$ cat config.mk
export PLATFORM = sky130hd
export DESIGN_NAME = gsr_pulse_gen
export DESIGN_NICKNAME = d
export VERILOG_FILES = /design/src/rtl/gsr_pulse_gen_pkg.sv /design/src/rtl/gsr_debounce.sv /design/src/rtl/gsr_pulse_gen.sv
export SDC_FILE = /design/constraint.sdc
export NUM_CORES = 1
export LEC_CHECK = 0
export CORE_MARGIN = 8
export CORE_UTILIZATION = 50
export DETAILED_ROUTE_END_ITERATION = 6
export PLACE_DENSITY = 0.68
export REMOVE_ABC_BUFFERS = 1
export SYNTH_ARGS = -nofsm -noshare
export SYNTH_HDL_FRONTEND = slang
export SYNTH_SLANG_ARGS = --single-unit
$ cat constraint.sdc
create_clock -name CLK -period 2.55 [get_ports CLK]
set_input_delay 0.255 -clock CLK [delete_from_list [all_inputs] [get_ports CLK]]
set_output_delay 0.255 -clock CLK [all_outputs]
set_load 0.01 [all_outputs]
$ cat src/rtl/gsr_pulse_gen_pkg.sv
// rtl/gsr_pulse_gen_pkg.sv - shared state and source-flag encodings for the GSR pulse generator
package gsr_pulse_gen_pkg;

  typedef enum logic [1:0] {
    ST_IDLE      = 2'd0,
    ST_ASSERT    = 2'd1,
    ST_WAIT_LOCK = 2'd2,
    ST_DONE      = 2'd3
  } state_e;

  typedef enum logic [1:0] {
    SRC_NONE = 2'd0,
    SRC_SW   = 2'd1,
    SRC_HW   = 2'd2
  } src_e;

  // GSRN is low and BUSY is high exactly while a sequence is in flight
  function automatic logic in_sequence(state_e s);
    return (s == ST_ASSERT) || (s == ST_WAIT_LOCK);
  endfunction

endpackage

$ cat src/rtl/gsr_debounce.sv
// rtl/gsr_debounce.sv - button synchroniser and debouncer, one PRESS pulse per physical press
module gsr_debounce #(
  parameter int DEBOUNCE_CYCLES = 8,
  parameter int CNT_W           = 16
) (
  input  logic CLK,
  input  logic RSTN,
  input  logic BTNN,
  output logic PRESS
);

  localparam logic [CNT_W-1:0] LAST    = CNT_W'(DEBOUNCE_CYCLES - 1);
  localparam logic [CNT_W-1:0] CNT_MAX = '1;

  logic             btn_m_q, btn_s_q;
  logic             pressed_q, pressed_d;
  logic [CNT_W-1:0] cnt_q, cnt_d;
  logic             toward;
  logic             press_d;

  // btn_s is active low, so it matches pressed_q exactly when it points at the opposite level
  assign toward = (btn_s_q == pressed_q);

  always_comb begin
    cnt_d     = cnt_q;
    pressed_d = pressed_q;
    press_d   = 1'b0;
    if (!toward) begin
      cnt_d = '0;
    end else if (cnt_q >= LAST) begin
      pressed_d = ~pressed_q;
      press_d   = ~pressed_q;
      cnt_d     = '0;
    end else if (cnt_q != CNT_MAX) begin
      cnt_d = cnt_q + 1'b1;
    end
  end

  assign PRESS = press_d;

  always_ff @(posedge CLK) begin
    if (!RSTN) begin
      btn_m_q   <= 1'b1;
      btn_s_q   <= 1'b1;
      pressed_q <= 1'b0;
      cnt_q     <= '0;
    end else begin
      btn_m_q   <= BTNN;
      btn_s_q   <= btn_m_q;
      pressed_q <= pressed_d;
      cnt_q     <= cnt_d;
    end
  end

endmodule

$ cat src/rtl/gsr_pulse_gen.sv
// rtl/gsr_pulse_gen.sv - merges software, button and lock-loss requests into one clean GSRN pulse
module gsr_pulse_gen
  import gsr_pulse_gen_pkg::*;
#(
  parameter int HOLD_CYCLES     = 16,
  parameter int DEBOUNCE_CYCLES = 8,
  parameter int CNT_W           = 16
) (
  input  logic CLK,
  input  logic RSTN,
  input  logic REQ,
  output logic ACK,
  input  logic BTNN,
  input  logic LOCK,
  output logic GSRN,
  output logic BUSY
);

  localparam logic [CNT_W-1:0] HOLD_LAST = CNT_W'(HOLD_CYCLES - 1);
  localparam logic [CNT_W-1:0] CNT_MAX   = '1;

  state_e           state_q, state_d;
  src_e             src_q, src_d;
  logic [CNT_W-1:0] cnt_q, cnt_d;
  logic             por_q;
  logic             lock_m_q, lock_s_q, lock_p_q;
  logic             gsrn_q, busy_q, ack_q;
  logic             press, lock_loss, hw_evt;
  state_e           rel_state;
  src_e             rel_src;

  gsr_debounce #(
    .DEBOUNCE_CYCLES(DEBOUNCE_CYCLES),
    .CNT_W          (CNT_W)
  ) u_debounce (
    .CLK  (CLK),
    .RSTN (RSTN),
    .BTNN (BTNN),
    .PRESS(press)
  );

  assign lock_loss = lock_p_q & ~lock_s_q;
  assign hw_evt    = press | lock_loss;
  assign rel_state = (src_q == SRC_SW) ? ST_DONE : ST_IDLE;
  assign rel_src   = (src_q == SRC_SW) ? SRC_SW : SRC_NONE;

  always_comb begin
    state_d = state_q;
    src_d   = src_q;
    cnt_d   = cnt_q;
    case (state_q)
      ST_IDLE: begin
        if (REQ) begin
          state_d = ST_ASSERT;
          src_d   = SRC_SW;
          cnt_d   = '0;
        end else if (hw_evt) begin
          state_d = ST_ASSERT;
          src_d   = SRC_HW;
          cnt_d   = '0;
        end
      end
      ST_ASSERT: begin
        // por_q holds the count on the first edge after reset so release is a full hold later
        if (hw_evt || por_q) begin
          cnt_d = '0;
        end else if (cnt_q >= HOLD_LAST) begin
          cnt_d = '0;
          if (lock_s_q) begin
            state_d = rel_state;
            src_d   = rel_src;
          end else begin
            state_d = ST_WAIT_LOCK;
          end
        end else if (cnt_q != CNT_MAX) begin
          cnt_d = cnt_q + 1'b1;
        end
      end
      ST_WAIT_LOCK: begin
        if (press) begin
          state_d = ST_ASSERT;
          cnt_d   = '0;
        end else if (lock_s_q) begin
          state_d = rel_state;
          src_d   = rel_src;
        end
      end
      ST_DONE: begin
        if (hw_evt) begin
          state_d = ST_ASSERT;
          src_d   = SRC_SW;
          cnt_d   = '0;
        end else if (!REQ) begin
          state_d = ST_IDLE;
          src_d   = SRC_NONE;
        end
      end
      default: begin
        state_d = ST_ASSERT;
        cnt_d   = '0;
      end
    endcase
  end

  always_ff @(posedge CLK) begin
    if (!RSTN) begin
      state_q  <= ST_ASSERT;
      src_q    <= SRC_NONE;
      cnt_q    <= '0;
      por_q    <= 1'b1;
      lock_m_q <= 1'b1;
      lock_s_q <= 1'b1;
      lock_p_q <= 1'b1;
      gsrn_q   <= 1'b0;
      busy_q   <= 1'b1;
      ack_q    <= 1'b0;
    end else begin
      state_q  <= state_d;
      src_q    <= src_d;
      cnt_q    <= cnt_d;
      por_q    <= 1'b0;
      lock_m_q <= LOCK;
      lock_s_q <= lock_m_q;
      lock_p_q <= lock_s_q;
      gsrn_q   <= ~in_sequence(state_d);
      busy_q   <= in_sequence(state_d);
      ack_q    <= (state_d == ST_DONE);
    end
  end

  assign GSRN = gsrn_q;
  assign BUSY = busy_q;
  assign ACK  = ack_q;

endmodule
==> flow_summary.json <==
{
  "status": "complete, no violations",
  "initial_core_util": 0.519,
  "reg2reg_from": "state_q[0]",
  "timing.critical_path.from_type": "flop",
  "crit_fanout": 12,
  "r2r_end": "cnt_q[2]",
  "numCtsBuffers": 5,
  "place_congestion": 0.851,
  "die-area_sq_mm": 0.00600,
  "crit_chain": "inv_1 > ha_1 > nand2b_1 > or4_1 > or4_4 > nor3b_2 > a21o_1",
  "p_leak_nw": 0.839,
  "pre_cts_slack_ps": 165,
  "final_common_cell": "dfxtp_1",
  "clock-root-buffer": "clkbuf_8",
  "final_cell_mix": "dfxtp_1, nand2_1, conb_1",
  "synth_async_sr_flop_share": 0,
  "cp.depth": 7,
  "hold_start": "lock_m_q",
  "synth_cell_types": 45,
  "tns_ps": 0,
  "n_antenna_cell": 0,
  "clock-sinks": 46,
  "placed_cell_area_sq_mm": 0.00206,
  "core.rowCount": 22,
  "port_buffers": 7,
  "end_kind": "flop",
  "netlist_area_sq_mm": 0.00189,
  "drive_above_1_share": 0.0810,
  "grt_antenna_before_repair": 0,
  "grt_max_degree": 14,
  "critPathKind": "reg -> reg",
  "avgSynthCellArea_sq_um": 10.1,
  "r2r_cells": 7,
  "cts_tree": "done",
  "path_clk_slew_ps": 90,
  "drv_slew": 0,
  "hold_viol": 0,
  "grt_pass1_wl_microns": 5840,
  "synthFlopType": "dfxtp_1",
  "drt_first_iter_violations": 60,
  "gr-total-overflow": 0,
  "synth_seq_cells": 46,
  "cts_buffer_depth": 2,
  "post-route-min-period_ps": 2410,
  "fin_area_sq_mm": 0.00216,
  "die_w_microns": 77.4,
  "num_io_pins": 8,
  "cp.arrival_ps": 2650,
  "grt_pass1_vias": 1292,
  "fmax_mhz": 415,
  "max_stage_delay_ps": 460,
  "powerDensity_mw_per_mm2": 645,
  "yosys_warnings": 0,
  "min_path_type": "reg -> reg",
  "post-route-period-util": 0.945,
  "core_sq_mm": 0.00363,
  "fin_nets": 222,
  "endpoint": "cnt_q[2]",
  "die_h_microns": 77.4,
  "vias_per_cell": 5.38,
  "wire_per_inst_microns": 13.3,
  "cts.htree.levels": 2,
  "skew_ps": 11.9,
  "hold_buffers": 0,
  "setup_viol": 0,
  "synth_seq_area_share": 0.488,
  "rsz0062_at_grt": "no",
  "post-dp-hpwl_microns": 2580,
  "slew_headroom": 0.584,
  "drt.antenna.violating_nets": 0,
  "setup_ws_ps": 141,
  "cts_setup_buffers": 0,
  "grt_usage": 0.119,
  "crit_required_ps": 2790,
  "cp_slowest_cell": "or4_1",
  "setup.worst_path.start": "state_q[0]",
  "maxCapViolCount": 0,
  "peakVddDrop_mv": 0.311,
  "routed_wl_microns": 3420,
  "synth_edf_count": 0,
  "tightest_slew_ps": 615,
  "crit_family": "simple AND/OR/NAND/NOR gates",
  "clk_latency_ps": 300,
  "num_vias": 1388,
  "crit_buf_inv": 1,
  "holdWs_ps": 414,
  "synthCells": 186,
  "area_growth_pct": 14.6,
  "ff2ff_setup_slack_ps": 140,
  "firstDrtPassIters": 4,
  "drcViolationCount": 0
}
how the worst min path moves through the flow:
stage	to	slack (ps)	cells past startpoint
after floorplan	lock_p_q	320	1
after global routing	lock_s_q	430	1
after global placement	u_debounce.btn_s_q	390	1
after detailed placement	lock_s_q	400	1
after CTS	lock_s_q	420	1
final	lock_s_q	410	1
where the power goes:
group / internal, mW / total (mW) / switching [mW]
registers: 0.740 / 0.758 / 0.0178
logic: 0.0509 / 0.114 / 0.0635
clock network: 0.293 / 0.522 / 0.229
total: 1.08 / 1.39 / 0.310
state kept, by name, summed over array words and instances (netlist names):
signal	flops
u_debounce.cnt_q	16
state_q	2
cnt_q	16
lock_m_q	1
u_debounce.btn_m_q	1
u_debounce.btn_s_q	1
lock_s_q	1
src_q	2
ACK	1
BUSY	1
GSRN	1
lock_p_q	1
u_debounce.pressed_q	1
por_q	1
per-stage QoR:
step                std cells  total power [mW]   util
global route              258              1.46  0.595
detailed placement        250             0.889  0.566
floorplan                 193             0.848      -
global placement          250             0.886  0.566
finish                    258              1.39  0.595
CTS                       258              1.41  0.595
cells in the mapped netlist (all sizes together) (2+ instances only):
library cell / n / share of area
a211oi: 5 / 0.025
a21o: 5 / 0.020
a21oi: 8 / 0.021
a311oi: 2 / 0.0093
and2: 7 / 0.023
buf: 2 / 0.0053
clkbuf: 2 / 0.0040
dfxtp: 46 / 0.49
ha: 8 / 0.053
inv: 8 / 0.016
mux2i: 2 / 0.011
nand2: 15 / 0.030
nand2b: 11 / 0.036
nand3: 5 / 0.013
nand4: 5 / 0.017
nor2: 4 / 0.0080
nor2b: 3 / 0.0099
nor3b: 8 / 0.034
nor4: 6 / 0.036
o21a: 4 / 0.016
o21ai: 8 / 0.021
or2: 2 / 0.0066
or4: 2 / 0.0099
layer usage:
metal	track usage	vias up	part of all wire
met1	0.135	660	0.46
met2	0.201	15	0.49
li1	-	707	-
met4	0.0434	0	0.015
met5	0	-	0
met3	0.0392	6	0.035
worst reg2reg max path, stage by stage (launching register included):
cell and delay [ps]:
dfxtp_1 450, inv_1 120, ha_1 350, nand2b_1 210
or4_1 460, or4_4 460, nor3b_2 200, a21o_1 90
kinds of logic (layout without fill, tap and decap cells):
logic type               after synthesis  in the layout  share of synthesized area
AND/OR/NAND/NOR                       73             73                      0.245
flip-flops                            46             46                      0.488
AO/OA/AOI/OAI                         43             43                      0.171
buffers and inverters                 12             25                     0.0252
adder cells (fa/ha/maj)                8              8                     0.0531
multiplexers                           2              2                     0.0106
other                                  1             12                    0.00199
XOR/XNOR                               1              1                    0.00464
what timing repair did:
| action | in CTS | in global routing |
|---|---|---|
| endpoints found under the hold margin | 0 | 0 |
| setup endpoints to repair | 0 | 2 |
| resized for setup | 0 | 1 |
cell type report:
cell class / instances / area, sq um
Clock buffer: 7 / 76.3
Tap cell: 48 / 60.1
Timing Repair Buffer: 9 / 85.1
Sequential cell: 46 / 921
Fill cell: 329 / 1470
Clock inverter: 1 / 30.0
Multi-Input combinational cell: 139 / 960
Inverter: 8 / 30.0
No activity file was read; power rests on OpenSTA's default activity.
